--- src/rtl/hazard_ctrl.sv ---
// Hazard control for a five-stage pipeline: load-use and mult/div stall
// detection, taken-branch flushing, EX operand forwarding, a mult/div
// busy tracker and a saturating stall-cycle counter.
module hazard_ctrl #(
  parameter int MD_LATENCY = 8
) (
  input  logic       clk,
  input  logic       reset,
  input  logic [4:0] rs_ID,
  input  logic [4:0] rt_ID,
  input  logic [4:0] rs_EX,
  input  logic [4:0] rt_EX,
  input  logic [4:0] rd_EX,
  input  logic       reg_write_EX,
  input  logic       mem_read_EX,
  input  logic [4:0] rd_MEM,
  input  logic       reg_write_MEM,
  input  logic [4:0] rd_WB,
  input  logic       reg_write_WB,
  input  logic       branch_taken_EX,
  input  logic       md_start_ID,
  input  logic       md_read_ID,
  output logic       stall_pc,
  output logic       stall_id,
  output logic       flush_id,
  output logic       flush_ex,
  output logic [1:0] fwd_a,
  output logic [1:0] fwd_b,
  output logic       md_busy,
  output logic [15:0] stall_count
);

  typedef enum logic {IDLE, BUSY} md_state_e;

  localparam logic [7:0] MD_LOAD = 8'(MD_LATENCY - 1);

  md_state_e   state_q, state_d;
  logic [7:0]  cnt_q, cnt_d;
  logic [15:0] stall_count_q, stall_count_d;
  logic        load_use;
  logic        md_hazard;
  logic        md_accept;

  // The EX write enable is implied by mem_read_EX for loads, so it is not
  // needed by any of the hazard equations.
  logic unused_in;
  assign unused_in = reg_write_EX;

  // MEM result is newer than WB, so it takes priority; r0 is never forwarded.
  function automatic logic [1:0] fwd_sel(input logic [4:0] src,
                                         input logic [4:0] rd_m, input logic rw_m,
                                         input logic [4:0] rd_w, input logic rw_w);
    if (rw_m && (rd_m != 5'd0) && (rd_m == src))      return 2'b10;
    else if (rw_w && (rd_w != 5'd0) && (rd_w == src)) return 2'b01;
    else                                              return 2'b00;
  endfunction

  assign md_busy     = (state_q == BUSY);
  assign stall_count = stall_count_q;

  // Hazard detection, branch flush priority and forwarding selects.
  always_comb begin
    stall_pc  = 1'b0;
    stall_id  = 1'b0;
    flush_id  = 1'b0;
    flush_ex  = 1'b0;
    load_use  = mem_read_EX && (rd_EX != 5'd0) &&
                ((rd_EX == rs_ID) || (rd_EX == rt_ID));
    md_hazard = md_busy && (md_read_ID || md_start_ID);
    if (branch_taken_EX) begin
      flush_id = 1'b1;
      flush_ex = 1'b1;
    end else if (load_use || md_hazard) begin
      stall_pc = 1'b1;
      stall_id = 1'b1;
      flush_ex = 1'b1;
    end
    fwd_a = fwd_sel(rs_EX, rd_MEM, reg_write_MEM, rd_WB, reg_write_WB);
    fwd_b = fwd_sel(rt_EX, rd_MEM, reg_write_MEM, rd_WB, reg_write_WB);
  end

  // Mult/div occupancy FSM and saturating stall counter next-state.
  always_comb begin
    state_d       = state_q;
    cnt_d         = cnt_q;
    stall_count_d = stall_count_q;
    md_accept     = (state_q == IDLE) && md_start_ID && !branch_taken_EX && !load_use;
    case (state_q)
      IDLE: begin
        if (md_accept) begin
          state_d = BUSY;
          cnt_d   = MD_LOAD;
        end
      end
      BUSY: begin
        if (cnt_q == 8'd0) state_d = IDLE;
        else               cnt_d   = cnt_q - 8'd1;
      end
      default: state_d = IDLE;
    endcase
    if (stall_pc && (stall_count_q != 16'hFFFF))
      stall_count_d = stall_count_q + 16'd1;
  end

  // State registers with asynchronous clear.
  always_ff @(posedge clk or posedge reset) begin
    if (reset) begin
      state_q       <= IDLE;
      cnt_q         <= 8'd0;
      stall_count_q <= 16'd0;
    end else begin
      state_q       <= state_d;
      cnt_q         <= cnt_d;
      stall_count_q <= stall_count_d;
    end
  end

endmodule
--- config.mk ---
export PLATFORM = sky130hd
export DESIGN_NAME = hazard_ctrl
export DESIGN_NICKNAME = d
export VERILOG_FILES = /design/src/rtl/hazard_ctrl.sv
export SDC_FILE = /design/constraint.sdc
export NUM_CORES = 1
export LEC_CHECK = 0
export CAP_MARGIN = 25
export CORE_MARGIN = 3
export CORE_UTILIZATION = 36
export CTS_CLUSTER_DIAMETER = 40
export CTS_CLUSTER_SIZE = 12
export DETAILED_ROUTE_END_ITERATION = 10
export PLACE_DENSITY = 0.68
export SLEW_MARGIN = 0
export SYNTH_ARGS = -nofsm -noshare
export SYNTH_HDL_FRONTEND = slang
export SYNTH_SLANG_ARGS = --single-unit
--- constraint.sdc ---
create_clock -name clk -period 2.1 [get_ports clk]
set_input_delay 0.21 -clock clk [delete_from_list [all_inputs] [get_ports clk]]
set_output_delay 0.21 -clock clk [all_outputs]
set_load 0.01 [all_outputs]
* Word-level counts from Yosys, hierarchy flattened
Index checks and enable logic that the tools add are counted.
** Word-level totals
- Flip-flop bits (word level) :: 25
- Output and inout bits :: 25
** Cells by class
- Add/sub/neg operators :: 2
- Eq/ne operators :: 9
- Mux-type cells :: 14
- Bitwise gates (word level) :: 1
- Reduce and logical (&&, ||, !) cells :: 23
** Operators with widths (number)
- 5-bit equality test :: 6
- 16-bit by 1-bit adder with 16-bit output, second input constant :: 1
- 8-bit two-way mux :: 2
- 16-bit != test, second input constant :: 1
- 8-bit one-hot mux with 2 select lines :: 1
- 5-bit nonzero test :: 3
- 1-bit logical AND :: 13
- 8-bit logical NOT :: 1
- 1-bit two-way mux :: 8
- 8-bit by 1-bit subtractor with 8-bit output, second input constant :: 1
- 2-bit two-way mux :: 2
- 2-bit != test, second input constant :: 2
- 1-bit logical OR :: 3
- 1-bit logical NOT :: 2
- 1-bit one-hot mux with 2 select lines :: 1
- 2-bit AND reduction :: 1
- 1-bit inverter :: 1

* Longest topological paths before layout
- Depth in word-level cells :: 7
- Mapped depth :: 8

* Worst setup path after synthesis
OpenSTA, ideal clock, no wires.
- Path type :: flip-flop to flip-flop
- Start :: register stall_count_q[6] (netlist: stall_count[6])
- End :: register stall_count_q[1] (netlist: stall_count[1])
- Data arrival time :: 1821 ps
- Required time :: 1972 ps
- Setup slack :: 151 ps
- Cell stages (with the launch flop) :: 8
- Cell sequence :: dfrtp_1 > nand4_1 > or2_2 > buf_2 > o32a_1 > o211ai_2 > buf_6 > mux2_1
** Between the ends
- Word-level cells in the longest chain between the ends :: 2
** RTL lines
- from (decl) :: RTL line 39 : logic [15:0] stall_count_q, stall_count_d;
- from (signal assigned) :: RTL line 114 : stall_count_q <= stall_count_d;
- 16-bit != test :: RTL line 101 : if (stall_pc && (stall_count_q != 16'hFFFF))
- 1-bit logical AND :: RTL line 101
No other way between the ends.
A chain may end at the register's enable or synchronous reset.

* Final worst setup path
- Start :: input port rd_EX[0]
- End :: register stall_count_q[12] (netlist: stall_count[12])
** Between the ends
- Word-level cells in the longest chain between the ends :: 7
- Elaborated cells between the ends (all ways) :: 10
- Those cells by class :: 2 x eq/ne; 2 x mux; 6 x reduce/logical
** RTL lines
- from (decl) :: RTL line 13 : input logic [4:0] rd_EX,
- 5-bit equality test or 5-bit nonzero test (tied branches) :: RTL line 68, 67
- 1-bit logical OR or 1-bit logical AND (tied branches) :: RTL line 68, 67
- 1-bit logical AND (*) :: RTL line 67 : load_use = mem_read_EX && (rd_EX != 5'd0) &&
- 1-bit logical OR (*) :: RTL line 73 : end else if (load_use || md_hazard) begin
- 1-bit two-way mux (*) :: RTL line 73
- 1-bit two-way mux (*) :: RTL line 70 : if (branch_taken_EX) begin
- 1-bit logical AND (*) :: RTL line 101
Every way passes the cells marked *; elsewhere a longest branch is shown, timed or not.

==> metrics.log <==
INFO  metric synth-xor-area-share = 0.229
INFO  metric clock-sinks = 25
INFO  metric cts.reportedPaths.clkPinSlew = 0.09 ns
INFO  metric layout.filler_cells = 399
INFO  metric ir_drop = 510 µV
INFO  metric die_x = about 74 µm
INFO  metric run_status = finished clean
INFO  metric post_synth_and_or_nand_nor_area_fraction = 0.219
INFO  metric hold_viol = 0
INFO  metric cts.path.max_buffers = 2
INFO  metric syn_inst = 182
INFO  metric synth-compound-area-share = 0.0952
INFO  metric path_class = in2reg
INFO  metric die_y = ~74 µm
INFO  metric cts_root_buffer = sky130_fd_sc_hd__clkbuf_8
INFO  metric power-per-cell-area = 717 nW/µm²
INFO  metric clock-skew-final = 0.00380 ns
INFO  metric crit_arrival = 2.19 ns
INFO  metric average_routed_wire_per_standard_cell = 13.8 µm
INFO  metric floorplan.io_pins = 69
INFO  metric multiInputGateArea = 1030 µm²
INFO  metric global_route.usage.total = 0.165
INFO  metric detail_route.vias_per_cell = 5.00
INFO  metric grt_first_pass_wirelength = 7180 µm
INFO  metric ys.flop_type = sky130_fd_sc_hd__dfrtp_1
INFO  metric drt_wl_total = 4540 µm
INFO  metric critPathTopFamily = buffers and inverters
INFO  metric postSynthAreaPerCell = 9.24 µm²
INFO  metric post_detailed_placement_cell_area = 2590 µm²
INFO  metric layout.area.seq = 626 µm²
INFO  metric synthesis.yosys.warnings = 0
INFO  metric cp_cell_sequence = clkdlybuf4s50_1 > xnor2_1 > nand3_1 > o22ai_2 > a21oi_2 > buf_4 > buf_4 > nor4_2 > mux2_1
INFO  metric worst_hold_path_type = in2async
INFO  metric tritoncts = yes
INFO  metric final_cell_mix = sky130_fd_sc_hd__clkdlybuf4s50_1 (52), sky130_fd_sc_hd__buf_4 (30), sky130_fd_sc_hd__xor2_1 (27)
INFO  metric setup-violations-final = 0
INFO  metric maxClockFrequency = roughly 0.49 GHz
INFO  metric drcViolationCount = 0
INFO  metric critical_path_required = 2.25 ns
INFO  metric critical_path_buf_inv_count = 3
INFO  metric worst_setup_path_start_kind = input port
INFO  metric number_of_global_route_vias_before_repair = around 1.6k
INFO  metric core-area = 4440 µm²
INFO  metric vias = 1646
INFO  metric finalPower = just under 2 mW
INFO  metric detailedRoute.firstIterationViolations = 46
INFO  metric post_synthesis_register_bit_count = 25
INFO  metric final_net_count = 324
INFO  metric detail_route.first_pass.iterations = 4
INFO  metric timing.critical_path.to_type = flop
INFO  metric setup_slack_placement = -0.482 ns
INFO  metric period_share = 0.972
INFO  metric synthDistinctLibCells = 37
INFO  metric hold_ws = 0.277 ns
INFO  metric area_growth_syn_to_layout = 60.0%
INFO  metric critical_path.startpoint = rd_EX[0]
INFO  metric cpPeakStageDelay = 0.53 ns
INFO  metric post_layout_instance_area = 2690 µm²
INFO  metric layout-drive-gt1-share = 0.192
INFO  metric synth.area.mux_share = 0.0134
INFO  metric async_reset_ff_frac = 1.00
INFO  metric clock_tree.htree_level_count = 1
INFO  metric synth_top_family_by_area = XOR/XNOR gates
INFO  metric global_route.overflow_total = 0
INFO  metric synthesis.nets = around 230
INFO  metric yosysTopAreaCellShare = 0.372
INFO  metric layout.cells.most_common = sky130_fd_sc_hd__clkdlybuf4s50_1
INFO  metric hpwl_after_dpl = 3620 µm
INFO  metric floorplan.initialDensity = 0.378
INFO  metric synth_area_leaders = sky130_fd_sc_hd__dfrtp_1 (37%), sky130_fd_sc_hd__xor2_1 (14%), sky130_fd_sc_hd__xnor2_1 (8.9%)
INFO  metric cell_leakage_power = 1.23 nW
INFO  metric max_slew.worst_pin.slew = between 0.3 and 0.4 ns
INFO  metric drv_cap = 0
INFO  metric pin_count_of_the_biggest_net_entering_global_routing = 26
INFO  metric postCtsHoldBufs = 0
INFO  metric grt_antenna_before_repair = 0
INFO  metric port-buffer-count = 67
INFO  metric drt.antenna.violating_nets = 0
INFO  metric clock_latency = between 0.2 and 0.3 ns
INFO  metric most_used_cell_along_the_critical_path = sky130_fd_sc_hd__buf_4
INFO  metric place.gp.congestion = 0.860
INFO  metric synth_sequential_area_ratio = 0.372
INFO  metric numCtsBuffers = 3
INFO  metric die_area = 5530 µm²
INFO  metric fp-row-count = 24
INFO  metric slew_headroom = 0.738
INFO  metric synth_enable_flop_cells = 0
INFO  metric mappedNetlistArea = 1680 µm²
INFO  metric worstPathMaxFanout = 5
INFO  metric yosys.area_share.adder = 0.0223
INFO  metric synth.largest_area_cell = sky130_fd_sc_hd__dfrtp_1
INFO  metric critPathSlowestCell = sky130_fd_sc_hd__clkdlybuf4s50_1
INFO  metric post-route-worst-setup-slack = 0.0593 ns
INFO  metric reg2reg_launch_point = stall_count[1]
INFO  metric crit_path_time_final = 2.04 ns
INFO  metric final_max_slew_viol_count = 0
state kept, by name (all words and copies together) (netlist names):
register	flops
stall_count	16
cnt_q	8
md_busy	1
metal layers:
metal | routed length, µm | global-route usage | vias to the layer above
met1 | 1930 | 0.208 | 771
met3 | 245 | 0.0324 | 4
met4 | 38 | 0.0375 | 0
met2 | 2330 | 0.292 | 36
li1 | - | - | 835
met5 | 0 | 0 | -
stage by stage:
stage | instances | util | setup TNS (ns)
6_report | 329 | 0.605 | 0
5_1_grt | 328 | 0.605 | -0.0693
4_1_cts | 328 | 0.599 | -0.108
3_5_place_dp | 323 | 0.583 | -7.19
3_3_place_gp | 323 | 0.583 | -6.27
2_1_floorplan | 182 | - | 0
cells in the mapped netlist (3+ instances only):
library cell	instances
sky130_fd_sc_hd__o21ai_0	3
sky130_fd_sc_hd__xor2_1	27
sky130_fd_sc_hd__inv_1	8
sky130_fd_sc_hd__xnor2_1	17
sky130_fd_sc_hd__a31oi_1	5
sky130_fd_sc_hd__dfrtp_1	25
sky130_fd_sc_hd__nand2_1	16
sky130_fd_sc_hd__nand4_1	3
sky130_fd_sc_hd__nand3_1	8
sky130_fd_sc_hd__nor4_1	11
sky130_fd_sc_hd__buf_4	3
sky130_fd_sc_hd__or4_1	5
sky130_fd_sc_hd__a21oi_1	7
sky130_fd_sc_hd__nor2_1	7
sky130_fd_sc_hd__nor3_1	6
sky130_fd_sc_hd__ha_1	3
logic make-up after synthesis:
kind of cell / count (synthesis)
mux: 2
compound gates: 24
fa+ha+maj: 3
buf+inv: 16
simple gates: 68
flops: 25
xor+xnor: 44
final timing paths:
kind	end	slack, ns	cells past startpoint
setup / recovery	stall_count[12]	0.06	9
max in group asynchronous	md_busy	1.57	3
setup reg to reg	stall_count[11]	0.21	6
min in group clk	cnt_q[7]	0.48	1
hold / removal	stall_count[4]	0.28	3
hold reg to reg	cnt_q[7]	0.48	1
cell type report:
type                       instances  share of cell area
antenna                            1            0.000930
tap                               52              0.0242
clock inverter                     1             0.00186
sequential                        25               0.233
inverter                           8              0.0112
multi-input combinational        141               0.384
clock buffer                       3              0.0153
timing repair buffer              98               0.330
worst min-delay path, stage by stage:
cell	delay, ns
sky130_fd_sc_hd__clkdlybuf4s50_1	0.39
sky130_fd_sc_hd__inv_1	0.05
sky130_fd_sc_hd__buf_4	0.30
report_power, final:
| group | leakage, nW | switching (mW) | internal, mW |
|---|---|---|---|
| logic | 0.881 | 0.413 | 0.475 |
| clock network | 0.0255 | 0.152 | 0.133 |
| registers | 0.322 | 0.138 | 0.618 |
timing repair:
| action | CTS | global route |
|---|---|---|
| endpoints found under the setup margin | 12 | 8 |
| resized for setup | 34 | 10 |
| hold endpoints to repair | 0 | 0 |
| setup buffers | 1 | 0 |
| pin swaps | 6 | 6 |
Note: power is estimated with default switching activity, not from simulation.
